`src/rtl/tpu_cmd_pkg.sv`:
```
// Shared command layout for the GEMM command queue and the config slave that packs commands.
// Field offsets match the 64-bit word: [63:54]D [53:44]C [43:34]B [33:24]A [23:16]N [15:8]K [7:0]M.
package tpu_cmd_pkg;

    localparam int TPU_ADDR_W = 10;
    localparam int TPU_LEN_W  = 8;
    localparam int TPU_CMD_W  = 64;

    localparam int M_LSB = 0;
    localparam int K_LSB = 8;
    localparam int N_LSB = 16;
    localparam int A_LSB = 24;
    localparam int B_LSB = 34;
    localparam int C_LSB = 44;
    localparam int D_LSB = 54;

    typedef struct packed {
        logic [TPU_ADDR_W-1:0] addr_d;
        logic [TPU_ADDR_W-1:0] addr_c;
        logic [TPU_ADDR_W-1:0] addr_b;
        logic [TPU_ADDR_W-1:0] addr_a;
        logic [TPU_LEN_W-1:0]  n_len;
        logic [TPU_LEN_W-1:0]  k_len;
        logic [TPU_LEN_W-1:0]  m_len;
    } tpu_cmd_t;

    typedef enum logic [1:0] {
        Q_EMPTY   = 2'd0,
        Q_PARTIAL = 2'd1,
        Q_FULL    = 2'd2
    } q_state_e;

    function automatic logic cmd_has_zero_len(input tpu_cmd_t cmd);
        return (cmd.m_len == '0) || (cmd.k_len == '0) || (cmd.n_len == '0);
    endfunction

endpackage

```
`src/rtl/tpu_cmd_fifo_mem.sv`:
```
// Command storage: one write port, asynchronous read of the head entry.
// Storage is intentionally unreset; validity is tracked by the queue control.
module tpu_cmd_fifo_mem
    import tpu_cmd_pkg::*;
#(
    parameter int DEPTH = 4
) (
    input  logic                     clk,
    input  logic                     we,
    input  logic [$clog2(DEPTH)-1:0] waddr,
    input  tpu_cmd_t                 wdata,
    input  logic [$clog2(DEPTH)-1:0] raddr,
    output tpu_cmd_t                 rdata
);

    tpu_cmd_t mem_q [DEPTH];

    always_ff @(posedge clk) begin
        if (we) begin
            mem_q[waddr] <= wdata;
        end
    end

    assign rdata = mem_q[raddr];

endmodule

```
`src/rtl/tpu_cmd_queue.sv`:
```
// GEMM command FIFO + decoder between the config slave and the matrix sequencer.
// Validates pushes, buffers DEPTH commands and presents the head via valid/ready.
//
// state     | meaning
// ----------+--------------------------------------------
// Q_EMPTY   | count == 0, exe_valid low, decoded fields 0
// Q_PARTIAL | 0 < count < DEPTH
// Q_FULL    | count == DEPTH, cmd_ready low
module tpu_cmd_queue
    import tpu_cmd_pkg::*;
#(
    parameter int DEPTH      = 4,
    parameter int ADDR_WIDTH = 10,
    parameter int LEN_WIDTH  = 8
) (
    input  logic                       clk,
    input  logic                       rst,
    input  logic                       soft_rst,
    input  logic                       cmd_valid,
    input  logic [63:0]                cmd_data,
    output logic                       cmd_ready,
    output logic                       exe_valid,
    input  logic                       exe_ready,
    output logic [LEN_WIDTH-1:0]       exe_m_len,
    output logic [LEN_WIDTH-1:0]       exe_k_len,
    output logic [LEN_WIDTH-1:0]       exe_n_len,
    output logic [ADDR_WIDTH-1:0]      exe_addr_a,
    output logic [ADDR_WIDTH-1:0]      exe_addr_b,
    output logic [ADDR_WIDTH-1:0]      exe_addr_c,
    output logic [ADDR_WIDTH-1:0]      exe_addr_d,
    input  logic                       exec_busy,
    input  logic                       exec_done,
    output logic                       cu_busy,
    output logic                       compute_done_irq,
    output logic [$clog2(DEPTH+1)-1:0] q_count,
    output logic                       err_overflow,
    output logic                       err_zero_len
);

    localparam int PTR_W = $clog2(DEPTH);
    localparam int CNT_W = $clog2(DEPTH+1);

    logic [PTR_W-1:0] wr_ptr_q, wr_ptr_d;
    logic [PTR_W-1:0] rd_ptr_q, rd_ptr_d;
    logic [CNT_W-1:0] count_q, count_d;
    q_state_e         state_q, state_d;
    logic             err_ovf_q, err_ovf_d;
    logic             err_zl_q, err_zl_d;
    logic             irq_q, irq_d;

    tpu_cmd_t         cmd_in;
    tpu_cmd_t         head;
    logic [63:0]      head_raw;
    logic             zero_len;
    logic             is_full;
    logic             push_acc;
    logic             pop;

    assign cmd_in   = cmd_data;
    assign zero_len = cmd_has_zero_len(cmd_in);
    assign is_full  = (state_q == Q_FULL);
    // Full check uses the registered state only: a pop in the same cycle does not free a slot.
    assign push_acc = cmd_valid && !is_full && !zero_len;
    assign pop      = exe_valid && exe_ready;

    tpu_cmd_fifo_mem #(
        .DEPTH (DEPTH)
    ) u_mem (
        .clk   (clk),
        .we    (push_acc && !soft_rst),
        .waddr (wr_ptr_q),
        .wdata (cmd_in),
        .raddr (rd_ptr_q),
        .rdata (head)
    );

    always_comb begin
        wr_ptr_d  = wr_ptr_q;
        rd_ptr_d  = rd_ptr_q;
        count_d   = count_q;
        state_d   = state_q;
        err_ovf_d = err_ovf_q;
        err_zl_d  = err_zl_q;
        irq_d     = exec_done;

        if (soft_rst) begin
            wr_ptr_d  = '0;
            rd_ptr_d  = '0;
            count_d   = '0;
            state_d   = Q_EMPTY;
            err_ovf_d = 1'b0;
            err_zl_d  = 1'b0;
            irq_d     = 1'b0;
        end else begin
            if (push_acc) begin
                wr_ptr_d = wr_ptr_q + PTR_W'(1);
            end
            if (pop) begin
                rd_ptr_d = rd_ptr_q + PTR_W'(1);
            end

            case ({push_acc, pop})
                2'b10:   count_d = count_q + CNT_W'(1);
                2'b01:   count_d = count_q - CNT_W'(1);
                default: count_d = count_q;
            endcase

            // Both causes can be flagged by the same rejected push.
            if (cmd_valid && is_full) begin
                err_ovf_d = 1'b1;
            end
            if (cmd_valid && zero_len) begin
                err_zl_d = 1'b1;
            end

            case (state_q)
                Q_EMPTY: begin
                    if (push_acc) begin
                        state_d = Q_PARTIAL;
                    end
                end
                Q_PARTIAL: begin
                    if (push_acc && !pop && (count_q == CNT_W'(DEPTH-1))) begin
                        state_d = Q_FULL;
                    end else if (pop && !push_acc && (count_q == CNT_W'(1))) begin
                        state_d = Q_EMPTY;
                    end
                end
                Q_FULL: begin
                    if (pop) begin
                        state_d = Q_PARTIAL;
                    end
                end
                default: state_d = Q_EMPTY;
            endcase
        end
    end

    always_ff @(posedge clk or posedge rst) begin
        if (rst) begin
            wr_ptr_q  <= '0;
            rd_ptr_q  <= '0;
            count_q   <= '0;
            state_q   <= Q_EMPTY;
            err_ovf_q <= 1'b0;
            err_zl_q  <= 1'b0;
            irq_q     <= 1'b0;
        end else begin
            wr_ptr_q  <= wr_ptr_d;
            rd_ptr_q  <= rd_ptr_d;
            count_q   <= count_d;
            state_q   <= state_d;
            err_ovf_q <= err_ovf_d;
            err_zl_q  <= err_zl_d;
            irq_q     <= irq_d;
        end
    end

    assign exe_valid        = (state_q != Q_EMPTY);
    assign cmd_ready        = (state_q != Q_FULL);
    assign cu_busy          = exe_valid || exec_busy;
    assign compute_done_irq = irq_q;
    assign q_count          = count_q;
    assign err_overflow     = err_ovf_q;
    assign err_zero_len     = err_zl_q;

    // Unwritten storage may hold anything, so the head is masked while empty.
    assign head_raw   = exe_valid ? head : '0;
    assign exe_m_len  = head_raw[M_LSB +: LEN_WIDTH];
    assign exe_k_len  = head_raw[K_LSB +: LEN_WIDTH];
    assign exe_n_len  = head_raw[N_LSB +: LEN_WIDTH];
    assign exe_addr_a = head_raw[A_LSB +: ADDR_WIDTH];
    assign exe_addr_b = head_raw[B_LSB +: ADDR_WIDTH];
    assign exe_addr_c = head_raw[C_LSB +: ADDR_WIDTH];
    assign exe_addr_d = head_raw[D_LSB +: ADDR_WIDTH];

endmodule

```
`config.mk`:
```
export PLATFORM = sky130hd
export DESIGN_NAME = tpu_cmd_queue
export DESIGN_NICKNAME = d
export VERILOG_FILES = /design/src/rtl/tpu_cmd_pkg.sv /design/src/rtl/tpu_cmd_fifo_mem.sv /design/src/rtl/tpu_cmd_queue.sv
export SDC_FILE = /design/constraint.sdc
export NUM_CORES = 1
export LEC_CHECK = 0
export BUFFER_PORTS_ARGS = -buffer_cell sky130_fd_sc_hd__buf_2
export CAP_MARGIN = 20
export CORE_ASPECT_RATIO = 0.5
export CORE_MARGIN = 10
export CORE_UTILIZATION = 45
export DETAILED_ROUTE_END_ITERATION = 16
export PLACE_DENSITY = 0.61
export SYNTH_ARGS = -nofsm -noshare
export SYNTH_HDL_FRONTEND = slang
export SYNTH_SLANG_ARGS = --single-unit
export TNS_END_PERCENT = 5
```
`constraint.sdc`:
```
create_clock -name clk -period 9.1 [get_ports clk]
set_clock_uncertainty 0.15 [all_clocks]
set_input_delay 0 -clock clk [delete_from_list [all_inputs] [get_ports clk]]
set_output_delay 0 -clock clk [all_outputs]
set_load 0.01 [all_outputs]
```
# Yosys cells after proc, flatten, opt, wreduce, memory -nomap -nowiden
# Memory sizes are Yosys's and may differ from the RTL's.
# Index checks and enable logic that the tools add are counted.
op_classes:
  mul: 0
  magnitude_cmp: 0
  n_eq_ne: 10
  n_addsub: 4
  reduce_logical: 29
  bitwise: 0
  n_shift: 0
  n_div: 0
  mux: 20
op_table:
  columns: ["operator", "count"]
  rows:
  - ["2-to-1 mux 64 bit", 1]
  - ["zero test 8 bit", 3]
  - ["2-to-1 mux 2 bit", 9]
  - ["logical AND 1 bit", 10]
  - ["nonzero test 2 bit", 5]
  - ["2-to-1 mux 1 bit", 7]
  - ["case mux 2 bit (3 select lines)", 1]
  - ["case mux 3 bit (2 select lines)", 1]
  - ["zero test 1 bit", 5]
  - ["adder 2 x 1 -> 2 bit, second input constant", 2]
  - ["== test 2 x 1 -> 1 bit, second input constant", 2]
  - ["== test 2 bit, second input constant", 2]
  - ["!= test 4 bit, second input constant", 1]
  - ["adder 3 x 1 -> 3 bit, second input constant", 1]
  - ["== test 3 x 1 -> 1 bit, second input constant", 1]
  - ["== test 3 x 2 -> 1 bit, second input constant", 1]
  - ["logical OR 1 bit", 3]
  - ["2-to-1 mux 3 bit", 1]
  - ["!= test 3 x 2 -> 1 bit, second input constant", 1]
  - ["!= test 3 bit, second input constant", 1]
  - ["AND reduction 3 bit", 1]
  - ["nonzero test 3 bit", 1]
  - ["subtractor 3 x 1 -> 3 bit, second input constant", 1]
  - ["zero test 2 bit", 1]
  - ["!= test 2 bit, second input constant", 1]
totals:
  ramBits: 256
  mem_count: 1
  reg_bits: 12
  rom_bits: 0
  latch_bits: 0
mem_list:
  columns: ["memory", "words", "word_bits", "read_ports", "rd_ports_with_merged_regs", "write_ports", "line_no", "text"]
  rows:
  - ["u_mem.mem_q", 4, 64, 1, 0, 1, "tpu_cmd_fifo_mem.sv:16", "tpu_cmd_t mem_q [DEPTH];"]

# Logic depth before layout (Yosys ltp)
# Gate-level depths: netlist of run 1.
logic_depth:
  ltp_word: 12
  depth_mapped: 6
  depth_no_buf: 5

# Cells and area by module
# From an unflattened synthesis of run 1, not the netlist that was laid out.
hier_totals:
  cells_unflattened: 491
  hier_area_um2: 10562.6
modules_own_cells:
  columns: ["module", "cells_per_inst", "instances", "area_per_inst_um2", "seq_area_each_um2"]
  rows:
  - ["tpu_cmd_fifo_mem", 338, 1, 9341.5, 7687.4]
  - ["tpu_cmd_queue", 153, 1, 1221.2, 300.3]

# Least setup slack after synthesis of run 1
# No wires, ideal clock.
synth_timing:
  kind: "register to register"
  start: "reg state_q[1]"
  end: "mem u_mem.mem_q[0][0] (netlist bit) (enable)"
  path_slack_ps: 5679
  period_less_slack_ps: 3421
  stages_incl_launch_ff: 7
  setup_ps: 429
  t_required_ps: 8521
  n_path_buf: 1
  t_arrival_ps: 2842
  path_cell_list: "dfrtp_1 > nand2b_4 > nand2_2 > or4_4 > buf_6 > nor2_1 > and2_1"
synth_via:
  elab_chain_len: 7
synth_rtl:
  columns: ["item", "line_no", "text"]
  rows:
  - ["from (decl)", "tpu_cmd_queue.sv:46", "q_state_e state_q, state_d;"]
  - ["from (signal assigned)", "tpu_cmd_queue.sv:152", "state_q <= state_d;"]
  - ["== test 2 bit", "tpu_cmd_queue.sv:61", "assign is_full = (state_q == Q_FULL);"]
  - ["zero test 1 bit", "tpu_cmd_queue.sv:63", "assign push_acc = cmd_valid && !is_full && !zero_len;"]
  - ["logical AND 1 bit (2 in a row)", "tpu_cmd_queue.sv:63", null]
  - ["logical AND 1 bit", "tpu_cmd_queue.sv:70", ".we (push_acc && !soft_rst),"]
  - ["2-to-1 mux 1 bit", "tpu_cmd_fifo_mem.sv:19", "if (we) begin"]
  - ["2-to-1 mux 1 bit (implied by the code)", "tpu_cmd_fifo_mem.sv:20", "mem_q[waddr] <= wdata;"]
  - ["to (decl)", "tpu_cmd_fifo_mem.sv:16", null]
# No other way between the ends.

# Worst setup path after layout of run 1
layout_timing:
  start: "reg rd_ptr_q[0]"
  end: "out exe_m_len[6]"
layout_via:
  elab_chain_len: 2
layout_rtl:
  columns: ["item", "line_no", "text"]
  rows:
  - ["from (decl)", "tpu_cmd_queue.sv:44", "logic [PTR_W-1:0] rd_ptr_q, rd_ptr_d;"]
  - ["from (signal assigned)", "tpu_cmd_queue.sv:150", "rd_ptr_q <= rd_ptr_d;"]
  - ["memory (4 x 64 bit)", null, null]
  - ["2-to-1 mux 64 bit", "tpu_cmd_queue.sv:168", "assign head_raw = exe_valid ? head : '0;"]
  - ["to (decl)", "tpu_cmd_queue.sv:24", "output logic [LEN_WIDTH-1:0] exe_m_len,"]
# No other way between the ends.

==> results.yml, run 1 <==
status:
  status: "finished clean"
synthesis:
  synth_cells: 498
  synthArstFlopShare: 0.0448
  synth_seq_area_share: 0.763
  syn_area_sq_um: 10500
  synth_edf_count: 256
  synth_cell_types: 35
  avgSynthCellArea_sq_um: 21.0
  ys.flop_type: "edfxtp_1"
  synth_nets: 577
  ys_ff_latch: 268
  yosys_warnings: 0
pwr:
  clkPwrFrac: 0.362
  comb_power_share: 0.101
  p_leak_nw: 4.54
  swShare: 0.218
  internal_power_w: 0.00205
  p_seq_frac: 0.537
  peakVddDrop_mv: 0.0971
  p_sw_w: 0.000570
  p_per_area_nw_per_um2: 202
worst_setup_path:
  reg2reg_slack_ns: 6.24
  critPathRequiredTime_ns: 8.95
  path_cells: "buf_4 -> mux4_2 -> and2_1 -> buf_2"
  slowest_stage: "buf_4"
  critical_path_peak_fanout: 48
  end_kind: "primary output"
  cp.arrival_ns: 3.00
  worstSetupStartpointType: "flop"
  max_stage_delay_ns: 0.82
  worst-setup-path-type: "flop to primary output"
routing:
  route.vias.total: 5329
  avgRoutedWirePerCell_um: 20.0
  drtIter0Drc: 324
  drt-total-wl_mm: 20.9
  antenna_left: 0
  drt-pass1-iter-count: 4
  drt_drc_violations_left: 0
  viasPerCell: 5.10
finish:
  area_growth_pct: 23.8
  layout_common_cells: "256 x edfxtp_1, 143 x buf_2, 73 x dlygate4sd3_1"
  nets: 798
  fin_cells: 1044
  nFillCells: 1765
  layout_commonest_cell: "edfxtp_1"
  layout-drive-gt1-share: 0.342
timing:
  rsz0062_at_grt: "no"
  setup_tns_ns: 0
  tightest_slew_ns: 1.02
  setup-violations-final: 0
  relSlewSlack: 0.323
  maxSlewViolCount: 0
  fin_ws_ns: 5.95
  finalCriticalPeriod_ns: 3.15
  hold_viol_final: 0
  min_period_over_period: 0.346
  fmax_ghz: 0.318
clock_network:
  cts_root_buffer: "clkbuf_16"
  cts_buffers: 25
  htree_levels: 1
  postCtsSetupBuffers: 0
  clkTransAtPathRegs_ns: 0.06
  cts_tree: "yes"
  cts.sinks: 268
  cts_buffer_depth: 3
  cts_hold_buf: 73
  ctsResizeCount: 0
  clock_latency_ns: 0.50
place:
  port_buffers: 143
  dp.cells: 926
  dp_slack_ns: 6.21
  gp_congestion: 0.723
  dp_hpwl_mm: 11.9
global_route:
  antenna_found_initial: 1
  grt.overflow.total: 0
  grt.total_usage: 0.136
  grt_max_degree: 67
  grt_pass1_vias: 5840
  grt_pass1_wl_mm: 32.7
floorplanning:
  pin_count: 144
  die_x_um: 236
  die_y_um: 128
  core-area_sq_um: 22800
  initial_core_util: 0.458
  rows: 39
  die-area_sq_um: 30100
job:
  maxCapViolCount: 0
worst_hold_path:
  hp-class: "input pin to flop"
==> registers in the layout, summed over array words and instances (netlist names) <==
| signal | cells |
|---|---|
| u_mem.mem_q | 256 |
| wr_ptr_q | 2 |
| compute_done_irq | 1 |
| rd_ptr_q | 2 |
| state_q | 2 |
| err_zero_len | 1 |
| err_overflow | 1 |
| q_count | 3 |
==> worst max-delay path, delay by kind of cell, from the launching register on <==
kind / cells / cell delay (ns)
muxes: 1 / 0.63
DFF: 1 / 0.67
and+or+nand+nor: 1 / 0.17
buffers and inverters: 2 / 0.96
==> kinds of logic (layout without fill, tap and decap cells) <==
| logic type | after synthesis | in the layout | synth area share |
|---|---|---|---|
| buffers and inverters | 31 | 269 | 0.0124 |
| and+or+nand+nor | 109 | 109 | 0.0624 |
| xor gates and xnor gates | 4 | 4 | 0.00335 |
| adders and majority gates | 9 | 9 | 0.0106 |
| other | 0 | 1 | 0 |
| AOI/OAI and AO/OA | 11 | 11 | 0.00825 |
| muxes | 66 | 66 | 0.140 |
| DFF | 268 | 268 | 0.763 |
==> per-stage QoR <==
stage	area (sq um)	power [W]	util	hold WS [ns]
after CTS	13000	0.00264	0.567	0.0738
after global routing	13000	0.00271	0.567	0.0920
final	13000	0.00262	0.567	0.0912
after floorplan	10500	0.00158	-	-0.285
after global placement	11500	0.00168	0.503	-0.0994
after detailed placement	11500	0.00168	0.503	-0.110
==> per-layer routing <==
metal / up-vias / wire, um / track usage / share of wire
met5: - / 0 / 0 / 0
met4: 0 / 346 / 0.0319 / 0.017
met3: 25 / 680 / 0.0223 / 0.033
met2: 79 / 11100 / 0.255 / 0.53
met1: 2785 / 8790 / 0.162 / 0.42
li1: 2440 / - / - / -
==> cell usage after synthesis, drive strengths merged (2+ instances only) <==
cell,n,area share
clkbuf,15,0.0054
a211oi,2,0.0014
buf,9,0.0045
edfxtp,256,0.73
ha,8,0.0096
inv,7,0.0025
nor4,2,0.0012
mux4,64,0.14
a21oi,4,0.0019
dfrtp,12,0.029
mux2i,2,0.0019
or3,2,0.0012
o41ai,2,0.0024
nand2,12,0.0045
nand2b,2,0.0019
and2,69,0.041
or4,7,0.0054
nor2,10,0.0036
xnor2,3,0.0025
==> power by group through the flow <==
stage / Sequential [W] / Combinational [W] / Clock, W
6_report: 0.00141 / 0.000265 / 0.000946
5_1_grt: 0.00141 / 0.000291 / 0.00101
4_1_cts: 0.00141 / 0.000273 / 0.000963
3_5_place_dp: 0.00143 / 0.000248 / 0
3_3_place_gp: 0.00143 / 0.000246 / 0
2_1_floorplan: 0.00142 / 0.000154 / 0
==> final cells by class <==
| class | count | area (sq um) | area share |
|---|---|---|---|
| Clock buffer | 29 | 641 | 0.0494 |
| Inverter | 7 | 26.3 | 0.00203 |
| Sequential cell | 268 | 8000 | 0.617 |
| Multi-Input combinational cell | 199 | 2360 | 0.182 |
| Antenna cell | 1 | 2.50 | 0.000193 |
| Timing Repair Buffer | 218 | 1460 | 0.113 |
| Tap cell | 307 | 384 | 0.0297 |
| Clock inverter | 15 | 87.6 | 0.00676 |
==> path summary, 6_finish.rpt <==
path / from / cells past startpoint / end
hold / removal: cmd_data[58] / 2 / u_mem.mem_q[1][58]$_DFFE_PP_
min in group asynchronous: rst / 4 / err_zero_len$_DFFE_PP0P_
hold reg to reg: err_overflow$_DFFE_PP0P_ / 2 / err_overflow$_DFFE_PP0P_
setup reg to reg: state_q[1]$_DFFE_PP0P_ / 5 / u_mem.mem_q[2][52]$_DFFE_PP_
setup / recovery: rd_ptr_q[0]$_DFFE_PP0P_ / 4 / exe_m_len[6]
max in group asynchronous: rst / 4 / rd_ptr_q[0]$_DFFE_PP0P_
No activity file was read; power rests on OpenSTA's default activity.
==> run 2, diff against run 1 <==
- PLACE_DENSITY: 0.61 -> 0.63
- clock period: 9.1 -> 2.6 ns (I/O delays scaled with it)
==> run 2 against run 1 <==
  * Core utilization rose by 0.99 points
  * Final area is 1.7% higher
  * Largest cell class unchanged
  * First-iteration DRC count up 31%
  * Clock power grew to 3.4 times the previous value
==> results.yml, run 2 (synthesis gave the netlist of run 1 again) <==
floorplanning:
  die_x_um: 236
  die_y_um: 128
  die-area_sq_um: 30100
  rows: 39
  pin_count: 144
  initial_core_util: 0.458
  core-area_sq_um: 22800
worst_setup_path:
  reg2reg_slack_ns: 0.18
  path_cells: "dlygate4sd3_1 -> buf_2 -> or4_1 -> nor2_1 -> or4_4 -> nor2_1 -> and2_4 -> buf_12"
  worstSetupStartpointType: "input pin"
  rr_endpoint: "u_mem.mem_q[0][17]$_DFFE_PP_"
  slowest_stage: "or4_1"
  critPathBufInv: 3
  crit_path_start: "cmd_data[1]"
  critical_path_peak_fanout: 29
  r2r_cells: 6
  cp.arrival_ns: 2.55
  cp_top_family: "simple AND/OR/NAND/NOR gates"
  end_kind: "flop"
  reg2reg_from: "state_q[1]$_DFFE_PP0P_"
  worstSetupEndpoint: "u_mem.mem_q[0][17]$_DFFE_PP_"
  worst-setup-path-type: "input pin to flop"
  max_stage_delay_ns: 0.58
  cp_common_cell: "nor2_1"
  critPathRequiredTime_ns: 2.70
  crit_cells: 8
routing:
  avgRoutedWirePerCell_um: 21.1
  drt-pass1-iter-count: 4
  drt_drc_violations_left: 0
  viasPerCell: 5.12
  route.vias.total: 5404
  drtIter0Drc: 426
  drt-total-wl_mm: 22.2
  antenna_left: 0
finish:
  nets: 812
  layout_common_cells: "256 x edfxtp_1, 143 x buf_2, 73 x dlygate4sd3_1"
  antenna_cells: 0
  area_growth_pct: 26.0
  layout_commonest_cell: "edfxtp_1"
  largest_register_ffs: 256
  finalInstanceArea_sq_um: 13200
  max_flop_register: "u_mem.mem_q"
  layout-drive-gt1-share: 0.356
timing:
  maxSlewViolCount: 0
  rsz0062_at_grt: "no"
  finalCriticalPeriod_ns: 2.44
  setup-violations-final: 0
  relSlewSlack: 0.627
  fin_ws_ns: 0.158
  tightest_slew_ns: 0.559
  min_period_over_period: 0.939
  fmax_ghz: 0.409
  setup_tns_ns: 0
  hold_viol_final: 0
  hold_ws_ns: 0.0893
clock_network:
  cts.sinks: 268
  cts_root_buffer: "clkbuf_16"
  cts_buffer_depth: 3
  clkTransAtPathRegs_ns: 0.07
  htree_levels: 1
  clock_latency_ns: 0.51
  cts_tree: "yes"
  cts_buffers: 24
place:
  dp_hpwl_mm: 13.8
  gp_congestion: 0.718
  dp_slack_ns: 0.193
  port_buffers: 143
  post_dp_cell_area_sq_um: 11700
pwr:
  p_leak_nw: 4.64
  p_per_area_nw_per_um2: 693
  peakVddDrop_mv: 0.292
  finalPower_w: 0.00913
global_route:
  grt_pass1_vias: 5954
  grt_pass1_wl_mm: 34.8
  grt.overflow.total: 0
  grt_max_degree: 67
  antenna_found_initial: 0
  grt.total_usage: 0.145
status:
  status: "finished clean"
job:
  maxCapViolCount: 0
worst_hold_path:
  hp-class: "input pin to flop"
==> run 2: cell types whose count changed in the layout (fill, tap and decap cells not counted), sizes merged <==
cell / change
buf: +15
clkinvlp: +1
diode: -1
clkbuf: +3
bufinv: -1
clkinv: -5
==> run 2: repair_timing <==
item                                    4_1_cts  5_1_grt
endpoints found under the hold margin       280        0
endpoints found under the setup margin       14        1
buffers inserted                              1        0
gates resized for setup                       0        1
hold buffers                                 73        0
==> run 2: metal layers <==
| metal | global-route usage | vias to the layer above | routed length [um] |
|---|---|---|---|
| li1 | - | 2477 | - |
| met1 | 0.181 | 2792 | 9240 |
| met2 | 0.261 | 106 | 11600 |
| met3 | 0.0270 | 29 | 985 |
| met4 | 0.0341 | 0 | 366 |
| met5 | 0 | - | 0 |
==> run 2: cell type report <==
cell class / count / area, sq um
clock buffer: 32 / 652
clock inverter: 10 / 48.8
fill: 1734 / 9660
inverter: 7 / 26.3
multi-input combinational: 199 / 2360
sequential: 268 / 8000
tap: 307 / 384
timing repair buffer: 233 / 1710
==> run 2: how the worst min path moves through the flow <==
stage / startpoint / endpoint / slack, ns / depth (start not counted)
after global routing: cmd_data[28] / u_mem.mem_q[1][28]$_DFFE_PP_ / 0.07 / 2
final: cmd_data[28] / u_mem.mem_q[1][28]$_DFFE_PP_ / 0.09 / 2
after floorplan: rst / compute_done_irq$_DFF_PP0_ / -0.29 / 1
after detailed placement: rst / rd_ptr_q[1]$_DFFE_PP0P_ / -0.07 / 2
after CTS: cmd_data[38] / u_mem.mem_q[1][38]$_DFFE_PP_ / 0.07 / 2
after global placement: rst / rd_ptr_q[0]$_DFFE_PP0P_ / -0.07 / 2
==> run 2: power breakdown <==
group / internal [W] / switching [W]
logic: 0.000503 / 0.000498
clock network: 0.00176 / 0.00147
registers: 0.00485 / 0.0000523
==> run 2: per-stage QoR <==
stage | cells | util
5_1_grt | 1056 | 0.577
3_5_place_dp | 940 | 0.514
2_1_floorplan | 498 | -
6_report | 1056 | 0.577
4_1_cts | 1056 | 0.577
3_3_place_gp | 940 | 0.514
